File: config.mk
export PLATFORM = sky130hd
export DESIGN_NAME = mem_access
export DESIGN_NICKNAME = d
export VERILOG_FILES = /design/src/rtl/mem_access.sv
export SDC_FILE = /design/constraint.sdc
export NUM_CORES = 1
export LEC_CHECK = 0
export BUFFER_PORTS_ARGS = -buffer_cell sky130_fd_sc_hd__buf_4
export CAP_MARGIN = 25
export CORE_ASPECT_RATIO = 1.4
export CORE_MARGIN = 3
export CORE_UTILIZATION = 45
export DETAILED_ROUTE_END_ITERATION = 10
export PLACE_DENSITY = 0.88
export RECOVER_POWER = 50
export REMOVE_ABC_BUFFERS = 1
export SLEW_MARGIN = 0
export SYNTH_ARGS = -nofsm -noshare
export SYNTH_HDL_FRONTEND = slang
export SYNTH_SLANG_ARGS = --single-unit
File: constraint.sdc
create_clock -name clk -period 2.2 [get_ports clk]
set_input_delay 0.44 -clock clk [delete_from_list [all_inputs] [get_ports clk]]
set_output_delay 0.44 -clock clk [all_outputs]
set_load 0.01 [all_outputs]
File: src/rtl/mem_access.sv
// MIPS memory-access stage: EX/MEM register, data-SRAM handshake, store lane formatting, load extension.
// Latency: one cycle for non-memory ops; loads/stores hold mem_stall for >=2 cycles (REQ, then WAIT).
// Backpressure: REQ waits on data_addr_ok and WAIT waits on data_data_ok; mem_stall freezes the pipe meanwhile.
module mem_access #(
  parameter int DATA_W = 32
) (
  input  logic              clk,
  input  logic              rstn,
  input  logic              stall,
  input  logic [DATA_W-1:0] alu_result_in,
  input  logic [DATA_W-1:0] store_data_in,
  input  logic              mem_read_in,
  input  logic              mem_write_in,
  input  logic [1:0]        mem_size_in,
  input  logic              mem_unsigned_in,
  input  logic              reg_write_in,
  input  logic              mem_to_reg_in,
  input  logic [4:0]        write_addr_in,
  input  logic [31:0]       inst_in,
  output logic              data_req,
  output logic              data_wr,
  output logic [1:0]        data_size,
  output logic [DATA_W-1:0] data_addr,
  output logic [DATA_W-1:0] data_wdata,
  output logic [3:0]        data_wstrb,
  input  logic              data_addr_ok,
  input  logic              data_data_ok,
  input  logic [DATA_W-1:0] data_rdata,
  output logic [4:0]        write_addr_out,
  output logic [DATA_W-1:0] write_data_alu,
  output logic [DATA_W-1:0] write_data_mem,
  output logic              reg_write_final,
  output logic              mem_to_reg_final,
  output logic [31:0]       inst_out,
  output logic              mem_stall,
  output logic              addr_err_load,
  output logic              addr_err_store
);

  typedef enum logic [1:0] {
    IDLE = 2'd0,
    REQ  = 2'd1,
    WAIT = 2'd2,
    DONE = 2'd3
  } state_t;

  // Byte accesses never fault; halves need an even address; words (and the reserved size) need 4-byte alignment.
  function automatic logic misaligned(input logic [1:0] size, input logic [1:0] a);
    case (size)
      2'b00:   misaligned = 1'b0;
      2'b01:   misaligned = a[0];
      default: misaligned = (a != 2'b00);
    endcase
  endfunction

  state_t              state_q, state_d;
  logic [DATA_W-1:0]   alu_result_q, alu_result_d;
  logic [DATA_W-1:0]   store_data_q, store_data_d;
  logic [DATA_W-1:0]   rdata_q, rdata_d;
  logic                mem_read_q, mem_read_d;
  logic                mem_write_q, mem_write_d;
  logic [1:0]          mem_size_q, mem_size_d;
  logic                mem_unsigned_q, mem_unsigned_d;
  logic                reg_write_q, reg_write_d;
  logic                mem_to_reg_q, mem_to_reg_d;
  logic [4:0]          write_addr_q, write_addr_d;
  logic [31:0]         inst_q, inst_d;

  logic                mis_q;
  logic                in_mem_ok;
  logic [DATA_W-1:0]   rshift;
  logic [DATA_W-1:0]   load_ext;

  // EX/MEM register: capture everything from execute unless the pipeline is stalled.
  always_comb begin
    alu_result_d   = alu_result_q;
    store_data_d   = store_data_q;
    mem_read_d     = mem_read_q;
    mem_write_d    = mem_write_q;
    mem_size_d     = mem_size_q;
    mem_unsigned_d = mem_unsigned_q;
    reg_write_d    = reg_write_q;
    mem_to_reg_d   = mem_to_reg_q;
    write_addr_d   = write_addr_q;
    inst_d         = inst_q;
    if (!stall) begin
      alu_result_d   = alu_result_in;
      store_data_d   = store_data_in;
      mem_read_d     = mem_read_in;
      mem_write_d    = mem_write_in;
      mem_size_d     = mem_size_in;
      mem_unsigned_d = mem_unsigned_in;
      reg_write_d    = reg_write_in;
      mem_to_reg_d   = mem_to_reg_in;
      write_addr_d   = write_addr_in;
      inst_d         = inst_in;
    end
  end

  // Only an aligned load/store entering the stage starts a bus transaction.
  assign in_mem_ok = (mem_read_in | mem_write_in) & ~misaligned(mem_size_in, alu_result_in[1:0]);

  // Bus FSM next state; read data is captured on the data_data_ok beat.
  always_comb begin
    state_d = state_q;
    rdata_d = rdata_q;
    case (state_q)
      REQ: begin
        if (data_addr_ok) state_d = WAIT;
      end
      WAIT: begin
        if (data_data_ok) begin
          state_d = DONE;
          rdata_d = data_rdata;
        end
      end
      default: state_d = state_q;
    endcase
    if (!stall) state_d = in_mem_ok ? REQ : IDLE;
  end

  // State and pipeline flops; reset abandons any in-flight transaction.
  always_ff @(posedge clk or negedge rstn) begin
    if (!rstn) begin
      state_q        <= IDLE;
      alu_result_q   <= '0;
      store_data_q   <= '0;
      rdata_q        <= '0;
      mem_read_q     <= 1'b0;
      mem_write_q    <= 1'b0;
      mem_size_q     <= 2'b00;
      mem_unsigned_q <= 1'b0;
      reg_write_q    <= 1'b0;
      mem_to_reg_q   <= 1'b0;
      write_addr_q   <= '0;
      inst_q         <= '0;
    end else begin
      state_q        <= state_d;
      alu_result_q   <= alu_result_d;
      store_data_q   <= store_data_d;
      rdata_q        <= rdata_d;
      mem_read_q     <= mem_read_d;
      mem_write_q    <= mem_write_d;
      mem_size_q     <= mem_size_d;
      mem_unsigned_q <= mem_unsigned_d;
      reg_write_q    <= reg_write_d;
      mem_to_reg_q   <= mem_to_reg_d;
      write_addr_q   <= write_addr_d;
      inst_q         <= inst_d;
    end
  end

  assign mis_q          = misaligned(mem_size_q, alu_result_q[1:0]);
  assign addr_err_load  = mem_read_q & mis_q;
  assign addr_err_store = mem_write_q & mis_q;
  assign mem_stall      = (state_q == REQ) || (state_q == WAIT);

  // Request fields come straight from the latched stage, so they cannot move while data_req is high.
  assign data_req  = (state_q == REQ);
  assign data_wr   = mem_write_q;
  assign data_size = mem_size_q;
  assign data_addr = alu_result_q;

  // Store lane replication and byte strobes (little-endian); loads drive no strobes.
  always_comb begin
    data_wdata = store_data_q;
    data_wstrb = 4'b0000;
    case (mem_size_q)
      2'b00: begin
        data_wdata = {4{store_data_q[7:0]}};
        data_wstrb = 4'b0001 << alu_result_q[1:0];
      end
      2'b01: begin
        data_wdata = {2{store_data_q[15:0]}};
        data_wstrb = 4'b0011 << alu_result_q[1:0];
      end
      default: begin
        data_wdata = store_data_q;
        data_wstrb = 4'b1111;
      end
    endcase
    if (!mem_write_q) data_wstrb = 4'b0000;
  end

  assign rshift = rdata_q >> {alu_result_q[1:0], 3'b000};

  // Load extension from the captured read word, selected by latched size/offset/unsigned.
  always_comb begin
    load_ext = rdata_q;
    case (mem_size_q)
      2'b00:   load_ext = mem_unsigned_q ? {24'h000000, rshift[7:0]}
                                         : {{24{rshift[7]}}, rshift[7:0]};
      2'b01:   load_ext = mem_unsigned_q ? {16'h0000, rshift[15:0]}
                                         : {{16{rshift[15]}}, rshift[15:0]};
      default: load_ext = rdata_q;
    endcase
  end

  assign write_data_mem   = mem_read_q ? load_ext : '0;
  assign write_data_alu   = alu_result_q;
  assign write_addr_out   = write_addr_q;
  assign inst_out         = inst_q;
  assign reg_write_final  = reg_write_q & ~mem_stall & ~(addr_err_load | addr_err_store);
  assign mem_to_reg_final = mem_to_reg_q & mem_read_q;

endmodule

==> flow_metrics.tcl, run 1 <==
set metrics [dict create \
    synth_top_family_by_area "multiplexers" \
    via_count 5425 \
    crit_required_ns 1.76 \
    critPathArrivalTime_ns 2.04 \
    finalWeightedCongestion 0.872 \
    commonest_non_fill_non_tap_cell_in_the_layout "buf_4" \
    start_util 0.465 \
    max_clock_freq_mhz 404 \
    max-cap-violations 0 \
    tritoncts_clock_tree "built" \
    die_width_um 110 \
    crit-reg2reg-capture "rdata_q[25]" \
    post-dp-hpwl_um 15200 \
    detail_route.wl_per_cell_um 19.6 \
    placeableCoreArea_mm2 0.0146 \
    critical_path.startpoint_type "register" \
    numPlacedInstances 997 \
    synth_area_mm2 0.00681 \
    detailedRoute.firstPassIterationCount 6 \
    reg2reg_slack_ns 0.55 \
    cts.path.max_buffers 2 \
    cp_max_fo 16 \
    cts_htree_levels 4 \
    setup-violations-final 29 \
    failing_checks "setup timing" \
    cellInternalPower_mw 6.18 \
    crit-reg2reg-launch "state_q[0]" \
    worst_hold_endpoint "data_addr[2]" \
    synth_sequential_area_ratio 0.521 \
    buffer_ports.inserted 322 \
    maxSlewViolCount 0 \
    vias_per_cell 5.21 \
    ant_nets 0 \
    fin_nets 987 \
    power.ir.vdd_worst_mv 0.594 \
    grt_first_pass_wirelength_um 29900 \
    setup_slack_ns -0.278 \
    route.final.wire_length_um 20400 \
    part_of_the_total_power_dissipated_in_combinational_logic 0.309 \
    setup_repair_after_global_routing_missed_its_margin "yes" \
    hold_path.startpoint "alu_result_in[2]" \
    area_delta_synth_final_pct 47.6 \
    post_synth_xor_area_fraction 0 \
    synth_adder_area_share 0.00367 \
    synth_cell_type_count 34 \
    num_rows 52 \
    grt_max_degree 54 \
    drtIter0Drc 272 \
    vias_in_the_first_global_route 5756 \
    switching_power_mw 2.85 \
    global_route.overflow_total 0 \
    synth_seq_cells 142 \
    groute.usage.overall 0.234 \
    run_status "finished with violations" \
    path_clk_slew_ns 0.07 \
    pre_cts_slack_ns 0.0171 \
    antennaDiodeCount 0 \
    worst_skew_pair.late_latency_ns 0.40 \
    post_synth_mux_area_share 0.275 \
    chip_height_um 152 \
    layout.cells.most_common_list "328 x buf_4, 149 x mux2_2, 138 x dfrtp_1" \
    cts_buffers 17 \
    drc_errors 0 \
    cts_sinks 142 \
    synth_simple_gate_area_share 0.0389 \
    final-hold-violation-count 0 \
    layout_min_cycle_time_ns 2.48 \
    power.static_leakage_nw 4.90 \
    final.setup_skew_ns 0.00858 \
    postSynthCellCount 541 \
    critical_path_class "register to output pin" \
    avgSynthCellArea_um2 12.6 \
    rr_worst_depth 5 \
    seq_power_share 0.398 \
    worstMarginPinSlew_ns 1.31 \
    top_level_port_count 323 \
    power.share.switching 0.315 \
    synth_compound_area_frac 0.0863 \
    drive_gt1_frac 0.683 \
    worst_hold_path_type "input port to register" \
    finalCritPeriodShare 1.13 \
    worstSetupEndpointType "output pin" \
    instances_no_fill 1042 \
    slew_headroom 0.128 \
    p_clk_frac 0.292 \
    worst_hold_path.num_cells 2 \
    grt_antenna_before_repair 0 \
    design.die.area_mm2 0.0167 \
    power.density_mw_per_mm2 897 \
    ys_warn_count 0 \
    cts.root.buffer_cell "clkbuf_16" \
]
## power groups by stage
stage	combinational, mW	sequential, mW	clock (mW)
3_5_place_dp	2.60	3.61	0
5_1_grt	3.01	3.64	2.80
6_report	2.79	3.59	2.64
2_1_floorplan	1.19	3.59	0
4_1_cts	2.76	3.57	2.68
3_3_place_gp	2.54	3.59	0
## synth_stat cells (all sizes together)
cell	instances	area [um2]
nor2	16	60.1
nor3	1	5.00
o21ai	18	90.1
o21bai	7	52.6
mux4	1	22.5
a31oi	1	12.5
a21oi	25	144
dfrtp	142	3550
o21a	2	15.0
nor2b	9	56.3
nand2	21	78.8
o22ai	7	43.8
clkbuf	9	33.8
o31ai	1	7.51
a21o	16	120
o221a	7	78.8
inv	14	52.6
buf	65	425
mux2i	8	80.1
and4b	1	10.0
mux2	157	1770
or3b	1	8.76
ha	2	25.0
and2	4	25.0
nand2b	3	21.3
a21boi	2	15.0
o221ai	1	8.76
## critical path, stage by stage (launching register included)
cell,delay [ns]
dfrtp_2,0.42
mux4_2,0.58
nand2b_2,0.12
a21oi_4,0.06
buf_12,0.16
a21o_1,0.16
buf_4,0.14
## state kept, by name, summed over array words and instances, names as in the netlist
name / count
inst_out: 32
data_addr: 32
state_q: 2
mem_unsigned_q: 1
data_size: 2
mem_read_q: 1
reg_write_q: 1
store_data_q: 32
mem_to_reg_q: 1
data_wr: 1
rdata_q: 32
write_addr_out: 5
## worst max-delay path by stage
stage	startpoint	end	slack, ns	depth (start not counted)
after detailed placement	data_addr[1]	write_data_mem[15]	0.02	4
final	data_addr[1]	write_data_mem[31]	-0.28	6
after global placement	data_addr[1]	write_data_mem[15]	0.08	4
after global routing	data_addr[1]	write_data_mem[24]	-0.35	6
after CTS	data_addr[1]	write_data_mem[24]	-0.28	6
after floorplan	data_addr[1]	write_data_mem[15]	-0.14	3
## metrics by stage
| stage | power [mW] | TNS (ns) | hold WS [ns] | utilization | instance area, um2 |
|---|---|---|---|---|---|
| after floorplan | 4.78 | -3.26 | 0.144 | - | 6350 |
| after global placement | 6.14 | 0 | 0.423 | 0.631 | 9230 |
| after detailed placement | 6.21 | 0 | 0.427 | 0.631 | 9230 |
| after CTS | 9.02 | -7.09 | 0.243 | 0.684 | 10000 |
| after global routing | 9.45 | -9.47 | 0.249 | 0.687 | 10100 |
| final | 9.02 | -6.72 | 0.254 | 0.687 | 10100 |
## layer usage
metal | routed length [um] | vias to the layer above | global-route usage | share of wire
met1 | 7020 | 2649 | 0.246 | 0.34
met2 | 11000 | 280 | 0.427 | 0.54
li1 | - | 2450 | - | -
met4 | 747 | 0 | 0.104 | 0.037
met3 | 1640 | 46 | 0.0661 | 0.080
met5 | 0 | - | 0 | 0
## layout make-up
type | count | area [um2]
Fill cell | 1008 | 4580
Multi-Input combinational cell | 311 | 2910
Tap cell | 189 | 236
Sequential cell | 142 | 3560
Clock buffer | 18 | 429
Timing Repair Buffer | 354 | 2760
Inverter | 14 | 52.6
Clock inverter | 14 | 113
## cells by family (layout without fill, tap and decap cells)
logic type | Yosys count | after routing
flops | 142 | 142
simple gates | 56 | 56
buf+inv | 88 | 400
mux | 166 | 166
compound gates | 87 | 87
fa+ha+maj | 2 | 2
## timing repair
action | CTS | global route
pin swaps | 5 | 17
buffers inserted | 7 | 6
hold endpoints to repair | 36 | 0
resized for setup | 49 | 19
hold buffers | 1 | 0
endpoints found under the setup margin | 54 | 49
Power figures use the tool's default switching activity.
==> run 2: changes to the inputs <==
--- a/config.mk
+++ b/config.mk
@@ -9,9 +9,9 @@
 export CAP_MARGIN = 25
 export CORE_ASPECT_RATIO = 1.4
 export CORE_MARGIN = 3
-export CORE_UTILIZATION = 45
+export CORE_UTILIZATION = 35
 export DETAILED_ROUTE_END_ITERATION = 10
-export PLACE_DENSITY = 0.88
+export PLACE_DENSITY = 0.73
 export RECOVER_POWER = 50
 export REMOVE_ABC_BUFFERS = 1
 export SLEW_MARGIN = 0
==> run 2 against run 1 <==
Count of clock-buffer cells in the layout decreased by 1. First-iteration DRC count shrank 29%. Critical path type unchanged. The flow still finishes with violations (setup timing). Utilization fell by 13 points. Highest routed layer unchanged.
==> flow_metrics.tcl, run 2 (synthesis results as in run 1) <==
set metrics [dict create \
    setup-tns-final_ns -6.59 \
    finalWeightedCongestion 0.895 \
    grt_antenna_before_repair 0 \
    via_count 5494 \
    grt_first_pass_wirelength_um 31500 \
    placeableCoreArea_mm2 0.0188 \
    max-cap-violations 0 \
    critPathArrivalTime_ns 2.02 \
    maxSlewViolCount 0 \
    cp_max_fo 14 \
    commonest_non_fill_non_tap_cell_in_the_layout "buf_4" \
    slew_headroom 0.396 \
    final-hold-violation-count 0 \
    cts_htree_levels 4 \
    worstSetupEndpointType "output pin" \
    crit_required_ns 1.76 \
    antennaDiodeCount 0 \
    num_rows 59 \
    worstMarginPinSlew_ns 0.905 \
    failing_checks "setup timing" \
    setup_slack_ns -0.262 \
    setup-violations-final 39 \
    grt-busiest-layer "met2" \
    drive_gt1_frac 0.694 \
    cts.path.max_buffers 2 \
    finalCritPeriodShare 1.12 \
    final_cell_area_mm2 0.0105 \
    groute.layer.met2.usage 0.351 \
    setup_repair_after_global_routing_missed_its_margin "yes" \
    die_width_um 124 \
    fill_cells 1611 \
    cts_buffers 17 \
    cts.root.buffer_cell "clkbuf_16" \
    start_util 0.362 \
    layout.cells.most_common_list "310 x buf_4, 149 x mux2_2, 138 x dfrtp_1" \
    critical_path.startpoint_type "register" \
    global_route.overflow_total 0 \
    vias_in_the_first_global_route 5806 \
    power.density_mw_per_mm2 906 \
    detail_route.wl_per_cell_um 19.6 \
    detailedRoute.firstPassIterationCount 4 \
    worst_hold_path_type "input port to register" \
    area_delta_synth_final_pct 53.5 \
    tritoncts_clock_tree "built" \
    groute.usage.overall 0.196 \
    route.final.wire_length_um 21700 \
    design.die.area_mm2 0.0212 \
    cts_sinks 142 \
    critical_path_class "register to output pin" \
    vias_per_cell 4.95 \
    ant_nets 0 \
    pre_cts_slack_ns 0.0594 \
    power.ir.vdd_worst_mv 0.594 \
    report.power.total_mw 9.47 \
    max_clock_freq_mhz 406 \
    buffer_ports.inserted 322 \
    layout_min_cycle_time_ns 2.46 \
    run_status "finished with violations" \
    drc_errors 0 \
    final.setup_skew_ns 0.00477 \
    worst_skew_pair.late_latency_ns 0.41 \
    final_core_utilization 0.555 \
    power.static_leakage_nw 5.04 \
    fin_nets 1000 \
    placed_area_mm2 0.00931 \
    post-dp-hpwl_um 16000 \
    chip_height_um 171 \
    top_level_port_count 323 \
    drtIter0Drc 192 \
    grt_max_degree 55 \
    gr-usage-met3 0.0764 \
    path_clk_slew_ns 0.07 \
    met1_usage 0.208 \
]
## run 2: metrics by stage
| step | cells | hold WS (ns) |
|---|---|---|
| 6_report | 1109 | 0.251 |
| 5_1_grt | 1109 | 0.226 |
| 4_1_cts | 1105 | 0.229 |
| 3_5_place_dp | 1055 | 0.366 |
| 3_3_place_gp | 1055 | 0.365 |
| 2_1_floorplan | 467 | 0.144 |
## run 2: metal layers
layer	vias to the layer above	wire [um]
met1	2687	7600
met2	285	11400
met5	-	0
li1	2485	-
met4	0	573
met3	37	2130
## run 2: timing repair
action                                 CTS  global route
endpoints found under the hold margin   33             0
pin swaps                               11            18
setup endpoints to repair               54            55
buffers inserted                        18             7
hold buffers                             1             0
resized for setup                       82            40
gates cloned                             0             0
## run 2: critical path: stages, from the launching register on
cell and delay [ns]:
dfrtp_2 0.41, mux4_2 0.59, nand2b_4 0.11, a21oi_4 0.07, buf_12 0.16, a21o_1 0.16
buf_6 0.12
## run 2: final timing paths
check                                  start            endpoint  slack (ns)  depth (start not counted)
min reg2reg                 store_data_q[20]    store_data_q[20]        0.50                          1
max in group asynchronous               rstn        data_size[0]        0.19                          3
min in group asynchronous               rstn        inst_out[31]        0.69                          2
max                             data_addr[1]  write_data_mem[22]       -0.26                          6
max reg2reg                       state_q[0]         rdata_q[29]        0.69                          5
min                        alu_result_in[12]       data_addr[12]        0.25                          2
## run 2: report_power, final
group / internal [mW] / switching, mW / leakage [nW]
combinational: 1.76 / 1.28 / 3.10
clock: 1.59 / 1.22 / 0.273
sequential: 3.12 / 0.497 / 1.67
## run 2: layout make-up
cell class	instances	area [um2]	area share
clock buffer	17	425	0.0407
tap	244	305	0.0292
timing repair buffer	367	2990	0.286
inverter	14	52.6	0.00503
multi-input combinational	311	2980	0.285
clock inverter	14	148	0.0141
sequential	142	3560	0.341
